**config.mk**
```make
export PLATFORM = sky130hd
export DESIGN_NAME = madd_acc_ctrl
export DESIGN_NICKNAME = d
export VERILOG_FILES = /design/src/rtl/madd_acc_ctrl.sv
export SDC_FILE = /design/constraint.sdc
export NUM_CORES = 2
export LEC_CHECK = 0
export CAP_MARGIN = 20
export CORE_AREA = 2 2 638 640
export DETAILED_ROUTE_END_ITERATION = 10
export DIE_AREA = 0 0 640 642
export GPL_ROUTABILITY_DRIVEN = 0
export PLACE_DENSITY = 0.56
export SLEW_MARGIN = 40
export SYNTH_ARGS = -nofsm -noshare
export SYNTH_HDL_FRONTEND = slang
export SYNTH_SLANG_ARGS = --single-unit
```
**constraint.sdc**
```tcl
create_clock -name clk -period 45.1 [get_ports clk]
set_input_delay 4.51 -clock clk [delete_from_list [all_inputs] [get_ports clk]]
set_output_delay 4.51 -clock clk [all_outputs]
set_load 0.05 [all_outputs]
```
**src/rtl/madd_acc_ctrl.sv**
```systemverilog
// madd_acc_ctrl: issues operand beats to madd, accumulates its results per row and
// exports finished row sums through a small first-word-fall-through FIFO.
module madd_acc_ctrl #(
   parameter int NUM_POLY    = 6,
   parameter int COE_WIDTH   = 39,
   parameter int MADD_LAT    = 5,
   parameter int PSUM_DEPTH  = 8,
   parameter int OFIFO_DEPTH = 4,
   localparam int W  = COE_WIDTH * NUM_POLY,
   localparam int AW = $clog2(PSUM_DEPTH)
) (
   input  logic          clk,
   input  logic          rst,
   input  logic          i_op_valid,
   output logic          o_op_ready,
   input  logic [W-1:0]  i_op_a,
   input  logic [W-1:0]  i_op_b,
   input  logic [AW-1:0] i_op_addr,
   input  logic          i_op_first,
   input  logic          i_op_last,
   output logic [W-1:0]  o_madd_dina,
   output logic [W-1:0]  o_madd_dinb,
   output logic [W-1:0]  o_madd_psum,
   output logic [1:0]    o_idx_split,
   input  logic [W-1:0]  i_madd_dout,
   output logic          o_res_valid,
   input  logic          i_res_ready,
   output logic [W-1:0]  o_res_data,
   output logic [AW-1:0] o_res_addr,
   output logic          o_busy
);
   localparam int ST = MADD_LAT + 1;
   localparam int FW = $clog2(OFIFO_DEPTH);

   logic [W-1:0]          psum_buf_q [PSUM_DEPTH];
   logic [ST-1:0]         vld_q, last_q;
   logic [AW-1:0]         addr_q [ST];
   logic [PSUM_DEPTH-1:0] busy_q, busy_d;
   logic [W-1:0]          fifo_data_q [OFIFO_DEPTH];
   logic [AW-1:0]         fifo_addr_q [OFIFO_DEPTH];
   logic [FW-1:0]         wptr_q, rptr_q;
   logic [FW:0]           cnt_q;
   logic                  accept, wb, push, pop;
   logic [AW-1:0]         wb_addr;
   int                    n_last;

   // last tags still in the pipe reserve FIFO slots so a push never finds it full
   always_comb begin
      n_last = 0;
      for (int i = 0; i < ST; i++) n_last += int'(vld_q[i] & last_q[i]);
      o_op_ready = !rst && !busy_q[i_op_addr] &&
                   (!i_op_last || int'(cnt_q) + n_last < OFIFO_DEPTH);
      accept = i_op_valid && o_op_ready;
      wb = vld_q[ST-1];
      wb_addr = addr_q[ST-1];
      push = wb && last_q[ST-1];
      o_res_valid = cnt_q != '0;
      pop = o_res_valid && i_res_ready;
      o_res_data = o_res_valid ? fifo_data_q[rptr_q] : '0;
      o_res_addr = o_res_valid ? fifo_addr_q[rptr_q] : '0;
      o_busy = |vld_q || o_res_valid;
      busy_d = busy_q;
      if (wb) busy_d[wb_addr] = 1'b0;
      if (accept) busy_d[i_op_addr] = 1'b1;
   end

   always_ff @(posedge clk) begin
      if (rst) begin
         vld_q <= '0;
         last_q <= '0;
         busy_q <= '0;
         wptr_q <= '0;
         rptr_q <= '0;
         cnt_q <= '0;
         o_madd_dina <= '0;
         o_madd_dinb <= '0;
         o_madd_psum <= '0;
         o_idx_split <= '0;
      end else begin
         vld_q <= {vld_q[ST-2:0], accept};
         last_q <= {last_q[ST-2:0], i_op_last};
         busy_q <= busy_d;
         if (push) wptr_q <= wptr_q + FW'(1);
         if (pop) rptr_q <= rptr_q + FW'(1);
         cnt_q <= cnt_q + (FW+1)'(push) - (FW+1)'(pop);
         if (accept) begin
            o_madd_dina <= i_op_a;
            o_madd_dinb <= i_op_b;
            o_madd_psum <= i_op_first ? '0 : psum_buf_q[i_op_addr];
         end
         o_idx_split <= (accept && !i_op_first) ? 2'd1 : 2'd0;
      end
   end

   always_ff @(posedge clk) begin
      addr_q[0] <= i_op_addr;
      for (int i = 1; i < ST; i++) addr_q[i] <= addr_q[i-1];
      if (wb && !last_q[ST-1]) psum_buf_q[wb_addr] <= i_madd_dout;
      if (push) begin
         fifo_data_q[wptr_q] <= i_madd_dout;
         fifo_addr_q[wptr_q] <= wb_addr;
      end
   end
endmodule

```
**Word level (Yosys, flattened, before mapping)**

Memories as Yosys holds them, arrays and structs flattened. A register that Yosys moved wholly into a read port is not among the register bits.
Cells that the tools add are included.

- Mux-type cells: 20
- Bitwise gates (word level): 9
- Magnitude comparators: 5
- Reduce and logical (&&, ||, !) cells: 18
- Add/sub/neg operators: 10

Operator list:

| kind | number |
|---|---|
| 2-to-1 mux 234 bit | 2 |
| 2-to-1 mux 8 bit | 2 |
| logical AND 1 bit | 9 |
| bitwise AND 8 bit | 1 |
| less-than comparator 3 x 4 -> 1 bit, second input constant | 2 |
| 2-to-1 mux 1 bit | 8 |
| 2-to-1 mux 2 bit | 4 |
| NOT 8 bit | 1 |
| bitwise OR 8 bit | 1 |
| adder 3 x 6 -> 7 bit | 1 |
| less-than comparator 7 x 3 -> 1 bit, second input constant | 1 |
| adder 5 x 1 -> 6 bit | 1 |
| bitwise AND 1 bit | 6 |
| demux 1 bit (select 3 bit) | 2 |
| greater-or-equal comparator 3 x 1 -> 1 bit, second input constant | 2 |
| OR reduction 6 bit | 1 |
| adder 4 x 1 -> 5 bit | 1 |
| logical NOT 1 bit | 5 |
| adder 2 x 1 -> 2 bit, second input constant | 2 |
| adder 3 x 1 -> 4 bit | 1 |
| adder 2 x 1 -> 3 bit | 1 |
| adder 3 x 1 -> 3 bit | 1 |
| binary-select mux 1 bit (select 3 bit) | 1 |
| 2-to-1 mux 3 bit | 1 |
| 4 further kinds | 5 |

- Memories: 4
- Input bits: 711
- Word-level logic and storage cells: 76
- Memory bits (writable): 2,838
- Bits in registers: 731
- Output and inout port bits: 944

Memory list:

| name | depth | width | rd ports | clocked after memory_dff | write ports | line | source |
|---|---|---|---|---|---|---|---|
| psum_buf_q | 8 | 234 | 1 | 0 | 1 | 35 | `logic [W-1:0] psum_buf_q [PSUM_DEPTH];` |
| fifo_data_q | 4 | 234 | 1 | 1 | 1 | 39 | `logic [W-1:0] fifo_data_q [OFIFO_DEPTH];` |
| addr_q | 6 | 3 | 6 | 0 | 6 | 37 | `logic [AW-1:0] addr_q [ST];` |
| fifo_addr_q | 4 | 3 | 1 | 1 | 1 | 40 | `logic [AW-1:0] fifo_addr_q [OFIFO_DEPTH];` |

**Depth between registers and ports, before layout**

- Depth after elaboration: 13
- Gate-level depth with buffers: 14
- Mapped depth without buffers: 10

**Worst setup path after synthesis**

Ideal clock, no wire load.

- Path kind: register to register
- Start: register vld_q[5]
- End: memory psum_buf_q[0][0] (netlist name), enable pin
- Data required time: 43.985 ns
- Buffers on the path: 1
- Stages on the path, launching flop included: 4
- Slack: 27.220 ns
- Data arrival time: 16.765 ns
- Cell sequence: dfxtp_1 -> clkbuf_1 -> or3b_2 -> nor3_1

- Word-level cells in the longest chain between the ends: 3

Ends and longest elaborated chain:

| element | line | source |
|---|---|---|
| from (decl) | 36 | `logic [ST-1:0] vld_q, last_q;` |
| from (signal assigned) | 80 | `vld_q <= {vld_q[ST-2:0], accept};` |
| logical AND 1 bit | 98 | `if (wb && !last_q[ST-1]) psum_buf_q[wb_addr] <= i_madd_dout;` |
| 2-to-1 mux 1 bit | 98 |  |
| 2-to-1 mux 1 bit (not written as such) | 98 |  |
| to (decl) | 35 |  |

Every way passes these cells.

**Final worst setup path**

- Start: input port i_op_last
- End: output port o_op_ready

- Word-level cells in the longest chain between the ends: 3

Ends and longest elaborated chain:

| element | line | source |
|---|---|---|
| from (decl) | 20 | `input logic i_op_last,` |
| logical NOT 1 bit | 52 | `(!i_op_last \|\| int'(cnt_q) + n_last < OFIFO_DEPTH);` |
| logical OR 1 bit | 52 |  |
| logical AND 1 bit | 51 | `o_op_ready = !rst && !busy_q[i_op_addr] &&` |
| to (decl) | 15 | `output logic o_op_ready,` |

Every way passes these cells.

==> run metrics <==
vias per inst=roughly 5.3; crit share post-route=roughly a quarter; outcome=complete, no violations; arrival time of the worst setup path=around 7400 ps; detailed-route via count=80,300; YS warnings=0; Post-Synth Simple-Gate Area=around 5.2%; Setup crit start kind=primary input; root buffer cell=clkbuf_16; EDFF count, synth=2,820; Slew HR=about 36%; Layout Skew=approximately 92 ps; iteration-0 DRC count of the detailed router=7,558; core footprint=~400,000 µm²; Hold WC Path Type=reg2reg; CTS tree=done; Initial Util=between 30% and 40%; Crit path largest cell delay=920 ps; synthesis-to-layout area growth=27.1%; DRC Markers=0; Post-Synth XOR/XNOR Area=less than 1%; worst-margin pin slew=~950 ps; CP Class=in2out; worst vdd ir=just over 0.05 mV; share of cells above drive strength 1=between 10% and 20%; buffers and inverters on the worst path=2; Setup crit end kind=output port; standard-cell rows=between 200 and 250; Req. time, crit path=a little over 40,000 ps; hold slack final=around 320 ps; Detail Placement HPWL=343,000 µm; Hold Path End=addr_q[1][2]; syn_nets=about 8,500; cell count after synthesis=about 7,800; post-synthesis compound-gate area fraction=6.57%; FMAX=roughly 84 MHz; vias in the first global route=roughly 79,000; R2R cell count=15; fin nets=between 10,000 and 15,000; LEAKAGE=53.9 nW; dpl cell area=roughly 150,000 µm²; Die Area=411,000 µm²; Die Y=~640 µm; post-route core utilization=between 40% and 50%; Total Routing Usage GR=around 25%; post-synthesis register bit count=3,570; post-route minimum period=11,920 ps; post-cts sizing count=0; clk_lat worst skew=about 990 ps; CP top delay family=buffers and inverters; CTS Hold Bufs=0; H-tree Lvls=5; asr flop ratio synth=0%; GRT overflow=0; drt wl/cell=roughly 34 µm; mux cell area share after synthesis=roughly a tenth; TritonCTS Buffers=385; final setup violation count=0; input/output buffers=between 1,500 and 2,000; routed wire length=~520,000 µm; CTS Buffer Depth=4; Hold Vio Cnt, Final=0; CP startpoint=i_op_last; R2R Setup Slk=between 30,000 and 40,000 ps; DRT antenna net count=0; Hold Crit Depth=0; post-synthesis adder-cell area fraction=less than 1%; Worst-path clk slew=around 60 ps; worst-path fanout max=4; main combinational cell family by area after synthesis=multiplexers; fill count=36,400; IO Pins=between 1,500 and 2,000; r2r endpoint=o_madd_dinb[182]; Slew Viols, Final=0; CP most frequent cell=clkdlybuf4s50_1; Hold Startpoint=addr_q[0][2]; Mean Syn Cell Area=around 17 µm²; Setup TNS=0 ps; CP max stage cell=clkdlybuf4s50_1; final instance area=roughly 170,000 µm²; largest net degree at the start of global routing=175; die width=about 640 µm; number of distinct library cells after synthesis=just under 60; first-pass detailed-route iteration total=6; RSZ-0062 raised after global routing=false; pwr/cell area=51.1 nW/µm²; setup bufs post-CTS=0; initial antenna violation count=~130; # clock sinks=approximately 3,600; Mapped Area=approximately 130,000 µm²; first-pass GRT wire length=~700,000 µm; maxcap violations=0; Most used DFF post-synth=edfxtp_1; sequential area share after synthesis=between 70 and 80%; crit-path cells=clkdlybuf4s50_1 -> o41ai_1 -> a21o_1 -> and4b_1 -> clkdlybuf4s50_1; RR Startpoint=vld_q[2]
[synthesized netlist by cell type, types with 13 or more instances]
cell       count  area, µm²
nor3_1       113        566
nor2_1        35        131
o21ai_0       93        465
o22ai_1       48        300
a221o_1       80        801
mux4_2       412       9280
a22oi_1       28        210
buf_6         16        180
buf_2        216       1080
and3_1        17        106
o2bb2ai_1     28        245
dfxtp_1      750      15000
and2_1       245       1530
a31o_2       111        972
mux2_1        42        473
buf_1         26       97.6
o221ai_1      13        114
mux2_2        82        923
buf_4         56        420
nor2b_1       20        125
nand2_1     1000       3750
a222oi_1      75        751
mux2i_1      278       2780
o31ai_1       82        616
clkbuf_1     244        916
edfxtp_1    2820      84700
a221oi_1      92        806
nand3_1      102        510
a21oi_1      599       3000
[layout by cell type, fill, tap and decap left out, types with 92 or more instances in the layout]
cell	synthesis	final
nand3_1	102	102
a21oi_1	599	599
clkbuf_1	244	102
a221oi_1	92	92
o21ai_0	93	93
mux4_2	412	412
a31o_2	111	111
nor3_1	113	111
nand2_1	1000	1000
dfxtp_1	750	748
clkbuf_16	0	390
edfxtp_1	2820	2820
clkdlybuf4s50_1	0	1576
mux2i_1	278	278
and2_1	245	243
[metal layers]
layer	GRT usage, %	vias to the layer above	part of all wire, %
met4	14.6	82	6.8
li1	-	33800	-
met2	40.9	3387	49
met5	0.0701	-	0.10
met3	6.89	918	8.1
met1	28.2	42100	36
[worst max-delay path by stage]
stage	end	slack, ps	cells after the start
3_3_place_gp	o_op_ready	33120	5
5_1_grt	o_op_ready	33250	5
6_report	o_op_ready	33180	5
2_1_floorplan	psum_buf_q[0][0]	27220	3
3_5_place_dp	o_op_ready	33130	5
4_1_cts	o_op_ready	33120	5
[through the flow]
stage	setup slack, ps	cells	power, mW
after global routing	33250	15200	8.80
after CTS	33120	15200	8.63
after global placement	33120	14500	5.40
after floorplan	27220	7817	4.70
after detailed placement	33130	14500	5.41
final	33180	15300	8.55
[area by class of cell]
type	instances	area (µm²)	area share, %
flip-flops and latches	3570	99700	59.6
clock buffers	549	10900	6.51
diodes	66	165	0.0987
repair buffers	1809	18300	10.9
clock inverters	169	2060	1.23
inverters	10	65.1	0.0389
multi-input cells	3679	29400	17.6
well taps	5428	6790	4.06
[flip-flops by register name, indices dropped and copies added, names as in the netlist, named ones only]
name         count
addr_q          18
busy_q           8
cnt_q            3
fifo_addr_q     12
fifo_data_q    936
last_q           6
o_idx_split      1
o_madd_dina    234
o_madd_dinb    234
o_madd_psum    234
psum_buf_q    1872
rptr_q           2
vld_q            6
wptr_q           2
[cell families after synthesis]
| family | count (synthesis) |
|---|---|
| AO/OA/AOI/OAI | 1294 |
| XOR/XNOR | 5 |
| adder cells (fa/ha/maj) | 13 |
| buffers and inverters | 568 |
| multiplexers | 814 |
| AND/OR/NAND/NOR | 1552 |
| flip-flops | 3570 |
| other | 1 |
[power by group]
part | switching [mW] | internal [mW]
sequential | 0.0315 | 3.59
combinational | 1.16 | 0.557
clock | 1.33 | 1.88
Power figures use the tool's default switching activity.
